$ cat src/rtl/sdram_burst_arbiter.sv
// sdram_burst_arbiter
//   Schedules all SDRAM traffic for the camera-to-VGA frame buffer: one burst
//   command at a time (write, read or refresh) chosen from the camera write
//   FIFO level, the VGA read FIFO level and a refresh timer. Generates linear
//   frame offsets for writer and reader with per-frame restart.
//
//   Build option: define SDRAM_PINGPONG_EN for double buffering (the writer
//   toggles banks on each restart and the reader takes the opposite bank).
//   Without it both banks are 0 and a single buffer is shared.
//
// Ports
//   clk, rst           : SDRAM clock, asynchronous active-high reset
//   init_done          : SDRAM power-up init complete (level)
//   wr_usedw, rd_usedw : write-FIFO words available / read-FIFO words held
//   wr_frame_start     : camera vsync pulse (clk domain)
//   rd_frame_start     : VGA vsync pulse (clk domain)
//   cmd_req/type/addr/len, cmd_ack, cmd_done : command handshake
//                        (type 00 write, 01 read, 10 refresh; addr MSB = bank)
//   ref_overrun        : sticky, a refresh interval was missed
module sdram_burst_arbiter #(
  parameter int BURST_LEN   = 256,
  parameter int FRAME_WORDS = 786432,
  parameter int ADDR_W      = 22,
  parameter int CNT_W       = 10,
  parameter int RD_LOW      = 128,
  parameter int REF_PERIOD  = 780
) (
  input  logic              clk,
  input  logic              rst,
  input  logic              init_done,
  input  logic [CNT_W-1:0]  wr_usedw,
  input  logic [CNT_W-1:0]  rd_usedw,
  input  logic              wr_frame_start,
  input  logic              rd_frame_start,
  output logic              cmd_req,
  output logic [1:0]        cmd_type,
  output logic [ADDR_W:0]   cmd_addr,
  output logic [CNT_W-1:0]  cmd_len,
  input  logic              cmd_ack,
  input  logic              cmd_done,
  output logic              ref_overrun
);

  typedef enum logic [1:0] {S_WAIT_INIT, S_ARB, S_REQ, S_BUSY} state_t;
  typedef enum logic [1:0] {CMD_WR = 2'b00, CMD_RD = 2'b01, CMD_REF = 2'b10} cmd_t;

  localparam int               REF_W      = (REF_PERIOD > 1) ? $clog2(REF_PERIOD) : 1;
  localparam logic [ADDR_W:0]   FRAME_END  = (ADDR_W+1)'(FRAME_WORDS);
  localparam logic [ADDR_W:0]   BURST_STEP = (ADDR_W+1)'(BURST_LEN);
  localparam logic [CNT_W-1:0]  LEN_DATA   = CNT_W'(BURST_LEN);
  localparam logic [CNT_W-1:0]  RD_LOW_L   = CNT_W'(RD_LOW);
  localparam logic [CNT_W-1:0]  RD_ROOM    = CNT_W'((2**CNT_W) - 1 - BURST_LEN);
  localparam logic [REF_W-1:0]  REF_LAST   = REF_W'(REF_PERIOD - 1);

  state_t             state_q, state_d;
  cmd_t               cmd_type_q, cmd_type_d;
  logic               cmd_req_q, cmd_req_d;
  logic [ADDR_W:0]    cmd_addr_q, cmd_addr_d;
  logic [CNT_W-1:0]   cmd_len_q, cmd_len_d;
  logic [REF_W-1:0]   ref_cnt_q, ref_cnt_d;
  logic               ref_pending_q, ref_pending_d;
  logic               ref_overrun_q, ref_overrun_d;
  logic               rr_last_q, rr_last_d;          // 1 = last data grant was a read
  logic [ADDR_W-1:0]  wr_off_q, wr_off_d, rd_off_q, rd_off_d;
  logic               wr_restart_pending_q, wr_restart_pending_d;
  logic               rd_restart_pending_q, rd_restart_pending_d;

  logic               cmd_active, done_evt, ref_acked, ref_wrap;
  logic               wr_active, rd_active, wr_done, rd_done;
  logic               wr_restart, rd_restart, wr_apply, rd_apply;
  logic [ADDR_W:0]    wr_sum, rd_sum;
  logic [ADDR_W-1:0]  wr_off_eff, rd_off_eff;
  logic               wr_bank, rd_bank;
  logic               rd_urgent, wr_ready, rd_ready;

  assign cmd_active = (state_q == S_REQ) || (state_q == S_BUSY);
  // A done coinciding with the ack completes the command directly from REQ.
  assign done_evt   = cmd_done && ((state_q == S_BUSY) || ((state_q == S_REQ) && cmd_ack));
  assign ref_acked  = (state_q == S_REQ) && cmd_ack && (cmd_type_q == CMD_REF);
  assign wr_active  = cmd_active && (cmd_type_q == CMD_WR);
  assign rd_active  = cmd_active && (cmd_type_q == CMD_RD);
  assign wr_done    = done_evt && (cmd_type_q == CMD_WR);
  assign rd_done    = done_evt && (cmd_type_q == CMD_RD);

  assign rd_urgent  = rd_usedw < RD_LOW_L;
  assign wr_ready   = wr_usedw >= LEN_DATA;
  assign rd_ready   = rd_usedw <= RD_ROOM;

  // Refresh timer, pending request and sticky overrun.
  always_comb begin
    ref_cnt_d     = ref_cnt_q;
    ref_pending_d = ref_pending_q;
    ref_overrun_d = ref_overrun_q;
    ref_wrap      = 1'b0;
    if (state_q == S_WAIT_INIT) begin
      ref_cnt_d = '0;
    end else if (ref_cnt_q == REF_LAST) begin
      ref_cnt_d = '0;
      ref_wrap  = 1'b1;
    end else begin
      ref_cnt_d = ref_cnt_q + 1'b1;
    end
    if (ref_acked) ref_pending_d = 1'b0;
    if (ref_wrap) begin
      ref_pending_d = 1'b1;
      if (ref_pending_q && !ref_acked) ref_overrun_d = 1'b1;
    end
  end

  // Frame offsets. A restart applies once no command of that side is in
  // flight, or on that command's done in place of the normal advance.
  always_comb begin
    wr_restart           = wr_restart_pending_q | wr_frame_start;
    rd_restart           = rd_restart_pending_q | rd_frame_start;
    wr_apply             = wr_restart && (!wr_active || wr_done);
    rd_apply             = rd_restart && (!rd_active || rd_done);
    wr_sum               = {1'b0, wr_off_q} + BURST_STEP;
    rd_sum               = {1'b0, rd_off_q} + BURST_STEP;
    wr_restart_pending_d = wr_restart && !wr_apply;
    rd_restart_pending_d = rd_restart && !rd_apply;
    wr_off_d             = wr_off_q;
    rd_off_d             = rd_off_q;
    if (wr_apply)     wr_off_d = '0;
    else if (wr_done) wr_off_d = (wr_sum == FRAME_END) ? '0 : wr_sum[ADDR_W-1:0];
    if (rd_apply)     rd_off_d = '0;
    else if (rd_done) rd_off_d = (rd_sum == FRAME_END) ? '0 : rd_sum[ADDR_W-1:0];
    // Offset a grant in this cycle should use (restart already folded in).
    wr_off_eff           = wr_apply ? '0 : wr_off_q;
    rd_off_eff           = rd_apply ? '0 : rd_off_q;
  end

`ifdef SDRAM_PINGPONG_EN
  logic wr_bank_q, wr_bank_d, rd_bank_q, rd_bank_d;

  always_comb begin
    wr_bank_d = wr_apply ? ~wr_bank_q : wr_bank_q;
    // Reader takes the bank opposite the writer's post-restart bank.
    rd_bank_d = rd_apply ? ~wr_bank_d : rd_bank_q;
  end

  always_ff @(posedge clk or posedge rst) begin
    if (rst) begin
      wr_bank_q <= 1'b0;
      rd_bank_q <= 1'b0;
    end else begin
      wr_bank_q <= wr_bank_d;
      rd_bank_q <= rd_bank_d;
    end
  end

  assign wr_bank = wr_bank_d;
  assign rd_bank = rd_bank_d;
`else
  assign wr_bank = 1'b0;
  assign rd_bank = 1'b0;
`endif

  // Command FSM: arbitration in ARB, handshake in REQ, completion in BUSY.
  always_comb begin
    state_d    = state_q;
    cmd_type_d = cmd_type_q;
    cmd_addr_d = cmd_addr_q;
    cmd_len_d  = cmd_len_q;
    rr_last_d  = rr_last_q;
    unique case (state_q)
      S_WAIT_INIT: if (init_done) state_d = S_ARB;
      S_ARB: begin
        if (!init_done) begin
          state_d = S_WAIT_INIT;
        end else if (ref_pending_q) begin
          state_d    = S_REQ;
          cmd_type_d = CMD_REF;
          cmd_addr_d = '0;
          cmd_len_d  = CNT_W'(1);
        end else if (rd_urgent || (rd_ready && (!wr_ready || !rr_last_q))) begin
          state_d    = S_REQ;
          cmd_type_d = CMD_RD;
          cmd_addr_d = {rd_bank, rd_off_eff};
          cmd_len_d  = LEN_DATA;
          rr_last_d  = 1'b1;
        end else if (wr_ready) begin
          state_d    = S_REQ;
          cmd_type_d = CMD_WR;
          cmd_addr_d = {wr_bank, wr_off_eff};
          cmd_len_d  = LEN_DATA;
          rr_last_d  = 1'b0;
        end
      end
      S_REQ: begin
        if (cmd_ack) begin
          if (cmd_done) state_d = init_done ? S_ARB : S_WAIT_INIT;
          else          state_d = S_BUSY;
        end
      end
      S_BUSY: if (cmd_done) state_d = init_done ? S_ARB : S_WAIT_INIT;
      default: state_d = S_WAIT_INIT;
    endcase
    cmd_req_d = (state_d == S_REQ);
  end

  always_ff @(posedge clk or posedge rst) begin
    if (rst) begin
      state_q              <= S_WAIT_INIT;
      cmd_req_q            <= 1'b0;
      cmd_type_q           <= CMD_WR;
      cmd_addr_q           <= '0;
      cmd_len_q            <= '0;
      ref_cnt_q            <= '0;
      ref_pending_q        <= 1'b0;
      ref_overrun_q        <= 1'b0;
      rr_last_q            <= 1'b1;
      wr_off_q             <= '0;
      rd_off_q             <= '0;
      wr_restart_pending_q <= 1'b0;
      rd_restart_pending_q <= 1'b0;
    end else begin
      state_q              <= state_d;
      cmd_req_q            <= cmd_req_d;
      cmd_type_q           <= cmd_type_d;
      cmd_addr_q           <= cmd_addr_d;
      cmd_len_q            <= cmd_len_d;
      ref_cnt_q            <= ref_cnt_d;
      ref_pending_q        <= ref_pending_d;
      ref_overrun_q        <= ref_overrun_d;
      rr_last_q            <= rr_last_d;
      wr_off_q             <= wr_off_d;
      rd_off_q             <= rd_off_d;
      wr_restart_pending_q <= wr_restart_pending_d;
      rd_restart_pending_q <= rd_restart_pending_d;
    end
  end

  assign cmd_req     = cmd_req_q;
  assign cmd_type    = cmd_type_q;
  assign cmd_addr    = cmd_addr_q;
  assign cmd_len     = cmd_len_q;
  assign ref_overrun = ref_overrun_q;

endmodule

$ cat config.mk
export PLATFORM = sky130hd
export DESIGN_NAME = sdram_burst_arbiter
export DESIGN_NICKNAME = d
export VERILOG_FILES = /design/src/rtl/sdram_burst_arbiter.sv
export SDC_FILE = /design/constraint.sdc
export NUM_CORES = 1
export LEC_CHECK = 0
export ABC_AREA = 0
export BUFFER_PORTS_ARGS = -buffer_cell sky130_fd_sc_hd__buf_2
export CAP_MARGIN = 20
export CELL_PAD_IN_SITES_DETAIL_PLACEMENT = 1
export CELL_PAD_IN_SITES_GLOBAL_PLACEMENT = 2
export CORE_AREA = 5 5 79 153
export DETAILED_ROUTE_END_ITERATION = 8
export DIE_AREA = 0 0 84 158
export PLACE_DENSITY = 0.91
export SYNTH_ARGS = -nofsm -noshare
export SYNTH_HDL_FRONTEND = slang
export SYNTH_SLANG_ARGS = --single-unit
export TNS_END_PERCENT = 50
$ cat constraint.sdc
create_clock -name clk -period 7.2 [get_ports clk]
set_input_delay 0.72 -clock clk [delete_from_list [all_inputs] [get_ports clk]]
set_output_delay 0.72 -clock clk [all_outputs]
set_load 0.05 [all_outputs]
After elaboration in Yosys (flattened, before gate mapping)
Cells that the tools add are included.
{"block": "totals", "reg_bits": 97, "input_bits": 27, "output_inout_bits": 37, "wordCells": 102}
{"block": "classes", "addsub": 3, "magnitude_cmp": 3, "eq_ne": 9, "mux": 35, "bitwise": 3, "reduce_logical": 36}
{"cell": "2-to-1 mux 22 bit", "n": 8}
{"cell": "2-to-1 mux 23 bit", "n": 3}
{"cell": "2-to-1 mux 10 bit", "n": 5}
{"cell": "adder 22 x 9 -> 23 bit (second input constant)", "n": 2}
{"cell": "equality test 23 x 20 -> 1 bit (second input constant)", "n": 2}
{"cell": "2-to-1 mux 2 bit", "n": 11}
{"cell": "logical AND 1 bit", "n": 13}
{"cell": "adder 10 x 1 -> 10 bit (second input constant)", "n": 1}
{"cell": "equality test 10 bit (second input constant)", "n": 1}
{"cell": "greater-or-equal comparator 10 x 9 -> 1 bit (second input constant)", "n": 1}
{"cell": "<= comparator 10 bit (second input constant)", "n": 1}
{"cell": "< comparator 10 x 8 -> 1 bit (second input constant)", "n": 1}
{"cell": "equality test 2 bit (second input constant)", "n": 4}
{"cell": "case mux 2 bit (4 select lines)", "n": 1}
{"cell": "nonzero test 2 bit", "n": 4}
{"cell": "zero test 1 bit", "n": 7}
{"cell": "2-to-1 mux 1 bit", "n": 7}
{"cell": "logical OR 1 bit", "n": 6}
{"cell": "equality test 2 x 1 -> 1 bit (second input constant)", "n": 2}
{"cell": "zero test 2 bit", "n": 2}
{"cell": "AND reduction 4 bit", "n": 1}
{"cell": "AND reduction 3 bit", "n": 1}
{"cell": "nonzero test 3 bit", "n": 1}
{"cell": "OR 1 bit", "n": 2}
{"cell": "2 further kinds", "n": 2}

Longest topological paths before layout
{"block": "logic_depth", "ltp_word": 11, "mapped_depth": 9, "mapped_depth_nobuf": 8}

Worst setup path after synthesis
OpenSTA, ideal clock, no wires.
{"block": "synth_path", "kind": "reg-to-reg", "start": "register wr_off_q[8]", "end": "register wr_off_q[8]", "setup_ns": 0.125, "arrival_ns": 2.358, "required_ns": 7.075, "slack_ns": 4.717, "path_stages_with_launch": 9, "path_buffers": 1, "synth_period_minus_slack_ns": 2.483, "path_cell_list": "dfrtp_1 > ha_1 > buf_2 > nand4_1 > nor4_1 > mux2_2 > a2111oi_2 > a21oi_1 > mux2_2"}
{"block": "synth_between", "elab_chain_cells": 5}
{"item": "from (decl)", "line_no": "64", "text": "logic [ADDR_W-1:0] wr_off_q, wr_off_d, rd_off_q, rd_off_d;"}
{"item": "from (signal assigned)", "line_no": "226", "text": "wr_off_q <= wr_off_d;"}
{"item": "adder 22 x 9 -> 23 bit *", "line_no": "117", "text": "wr_sum = {1'b0, wr_off_q} + BURST_STEP;"}
{"item": "equality test 23 x 20 -> 1 bit", "line_no": "124", "text": "else if (wr_done) wr_off_d = (wr_sum == FRAME_END) ? '0 : wr_sum[ADDR_W-1:0];"}
{"item": "2-to-1 mux 22 bit * (2 in series)", "line_no": "124"}
{"item": "2-to-1 mux 22 bit *", "line_no": "123", "text": "if (wr_apply) wr_off_d = '0;"}
Mark *: on every way between the ends. The rest lies on a longest branch, timed or not. The select of a mux whose other input is x is not followed.
A chain may end at the register's enable or synchronous reset.

Worst setup path after layout
Ends and elaborated chain as after synthesis.

==> results.json <==
{
  "p_sw_w": 0.0004088,
  "dr.first_iter.drc_count": 77,
  "grt.total_usage_pct": 16.58,
  "grt_overflow_total": 0,
  "antenna_found_initial": 0,
  "netlist_top_cells_count": "dfrtp_1 (63), o21ai_0 (48), nand2_1 (45)",
  "cp.required_ps": 7420,
  "holdPathStages": 1,
  "synth_area_leaders": "dfrtp_1 (42%), o21ai_0 (6.4%), nand2_1 (4.5%)",
  "synth_top_family_by_area": "simple AND/OR/NAND/NOR gates",
  "finalCriticalPeriod_ps": 3146,
  "clk_latency_ps": 340,
  "rrSetupSlack_ps": 4050,
  "drtPass1Iterations": 4,
  "drc": 0,
  "clockRootBuffer": "clkbuf_16",
  "startpoint_type": "flop",
  "fmax_ghz": 0.3179,
  "post-cts-setup-buffers": 0,
  "yosys.area_share.simple_pct": 21.88,
  "clockPowerShare_pct": 42.4,
  "die_y_um": 158,
  "synth_compound_area_share_pct": 20.62,
  "power_density_mw_per_mm2": 284.2,
  "syn-cell-area_mm2": 0.003774,
  "coreArea_mm2": 0.01081,
  "hp-class": "flop to flop",
  "async_flop_share_pct": 100.0,
  "crit_type": "flop to flop",
  "clock_skew_ps": 8.101,
  "die_area_mm2": 0.01327,
  "wl_per_cell_um": 17.57,
  "layout_setup_ws_ps": 4055,
  "yosysTopAreaCell": "dfrtp_1",
  "die_w_um": 84,
  "yosysMostFrequentCell": "dfrtp_1",
  "setup_viol": 0,
  "pwr-share-seq_pct": 36.5,
  "postSynthAreaPerCell_um2": 8.675,
  "placed_cells": 578,
  "max-slew-margin-rel_pct": 30.23,
  "p_leak_nw": 1.853,
  "hold_viol": 0,
  "p_int_w": 0.0008112,
  "synthMuxAreaShare_pct": 1.459,
  "finish.utilization_pct": 39.71,
  "cts.repair.resized": 0,
  "comb_power_share_pct": 21.0,
  "synth.yosys.warnings": 0,
  "synth_edf_count": 0,
  "timing.setup.tns_ps": 0,
  "rr_worst_depth": 7,
  "nNetsFinal": 482,
  "cts_max_path_buffers": 2,
  "wirelength_um": 10450,
  "synthFlopType": "dfrtp_1",
  "arrival_ps": 3370,
  "ios": 64,
  "switching_share_pct": 33.51,
  "drive_gt1_share_pct": 16.92,
  "synth-xor-area-share_pct": 3.946,
  "slew_violations": 0,
  "maxCapViolations": 0,
  "start_util_pct": 34.91,
  "ctsHoldBuffers": 0,
  "finalNonFillerCells": 595,
  "syn2layout_area_growth_pct": 13.76,
  "synth.ff_latch_count": 64,
  "synth_top_area_share_pct": 41.78,
  "path_clk_slew_ps": 60,
  "path_max_fanout": 9,
  "drt-vias-per-instance": 5.524,
  "status": "complete, no violations",
  "port_buffers": 39,
  "yosysUniqueCellTypes": 54,
  "irDropWorstVdd_uv": 114.1,
  "pre_cts_ws_ps": 4029,
  "seq_area_frac_synth_pct": 42.47,
  "synthCells": 435,
  "core.rowCount": 54,
  "grt_pass1_vias": 3547,
  "rsz0062_at_grt": "no",
  "tightest_slew_ps": 1040,
  "antenna_cells": 0,
  "yosys.area_share.adder_pct": 1.658,
  "cts_tree": "done",
  "place.gp.congestion": 0.8299,
  "cts_buffers": 9,
  "grt_max_degree": 65,
  "vias": 3287,
  "grt_first_pass_wirelength_um": 17360,
  "htreeDepth": 3,
  "drtAntennaViolNets": 0,
  "finalCritPeriodShare_pct": 43.69,
  "total_power_w": 0.001220,
  "hpwlAfterDp_um": 7787,
  "clock_sinks": 64,
  "end_kind": "flop"
}
-- cells by family (layout without fill, tap and decap cells) --
logic type	after synthesis	count (layout)
xor+xnor	17	17
buf+inv	54	66
simple gates	167	167
flops	64	64
compound gates	122	122
fa+ha+maj	5	5
mux	5	5
other cells	1	9
-- per-layer routing --
layer	part of all wire [%]	track usage (%)	routed length, um	vias up
li1	-	-	-	1557
met1	36	16.02	3788	1660
met3	2.5	2.760	260	18
met5	0	0	0	-
met2	58	32.70	6101	52
met4	2.9	9.049	303	0
-- metrics by stage --
| step | hold slack, ps | area [um^2] |
|---|---|---|
| after floorplan | 425.1 | 3804 |
| after global placement | 440.0 | 3931 |
| after detailed placement | 446.4 | 3931 |
| after CTS | 453.7 | 4285 |
| after global routing | 476.5 | 4293 |
| final | 449.8 | 4293 |
-- power groups by stage --
stage	logic (W)	registers, W	clock network (W)
2_1_floorplan	0.000169	0.000467	0
4_1_cts	0.000258	0.000445	0.000528
3_5_place_dp	0.000256	0.000451	0
6_report	0.000256	0.000446	0.000518
5_1_grt	0.000281	0.000451	0.000544
3_3_place_gp	0.000248	0.000450	0
-- worst max-delay path, cell delays in order (launching register included) --
cell,delay (ps)
dfrtp_1,490
ha_1,420
nand4_1,230
nor4_1,510
mux2_2,430
a2111oi_2,440
a21oi_1,200
mux2_2,320
-- sequential cells by signal, indices dropped and copies added, names as in the netlist --
signal	cells
cmd_addr	15
rd_off_q	14
wr_off_q	14
ref_cnt_q	10
cmd_len	2
state_q	2
cmd_req	1
cmd_type	1
rd_restart_pending_q	1
ref_overrun	1
ref_pending_q	1
rr_last_q	1
wr_restart_pending_q	1
-- cell type report --
type | instances | area (um^2)
repair buffers | 43 | 225.2
fillers | 1311 | 6518
clock buffers | 10 | 239.0
multi-input cells | 325 | 1909
clock inverters | 6 | 115.1
flip-flops and latches | 64 | 1603
well taps | 140 | 175.2
inverters | 7 | 26.28
-- final timing paths --
kind | start | to
setup / recovery | wr_off_q[8] | wr_off_q[8]
hold / removal | ref_cnt_q[0] | ref_cnt_q[0]
setup reg to reg | wr_off_q[8] | wr_off_q[8]
hold reg to reg | ref_cnt_q[0] | ref_cnt_q[0]
max in group asynchronous | rst | wr_off_q[19]
min in group asynchronous | rst | cmd_addr[16]
-- placed cells by master (no fill, tap or decap), types with 2 or more instances in the layout --
cell,n
a31o_2,2
o21ai_1,2
buf_2,39
or3_1,4
o21ai_0,48
o41ai_1,3
xor2_1,8
nor2b_1,4
o211ai_1,5
nand3_1,24
nand3b_1,3
nor2_1,38
xnor2_1,9
nand2b_1,7
bufinv_16,3
or2_2,2
nor3_1,13
nand4_1,8
nor3b_1,2
nor4_1,5
and2_1,2
nand2_1,45
dfrtp_1,63
buf_4,4
clkbuf_16,9
a31oi_1,5
and3_1,4
mux2_2,4
a21oi_1,19
o31ai_1,7
conb_1,9
o21bai_1,2
ha_1,5
a211oi_1,2
a22oi_1,16
inv_1,6
(Power assumes the default switching activity.)
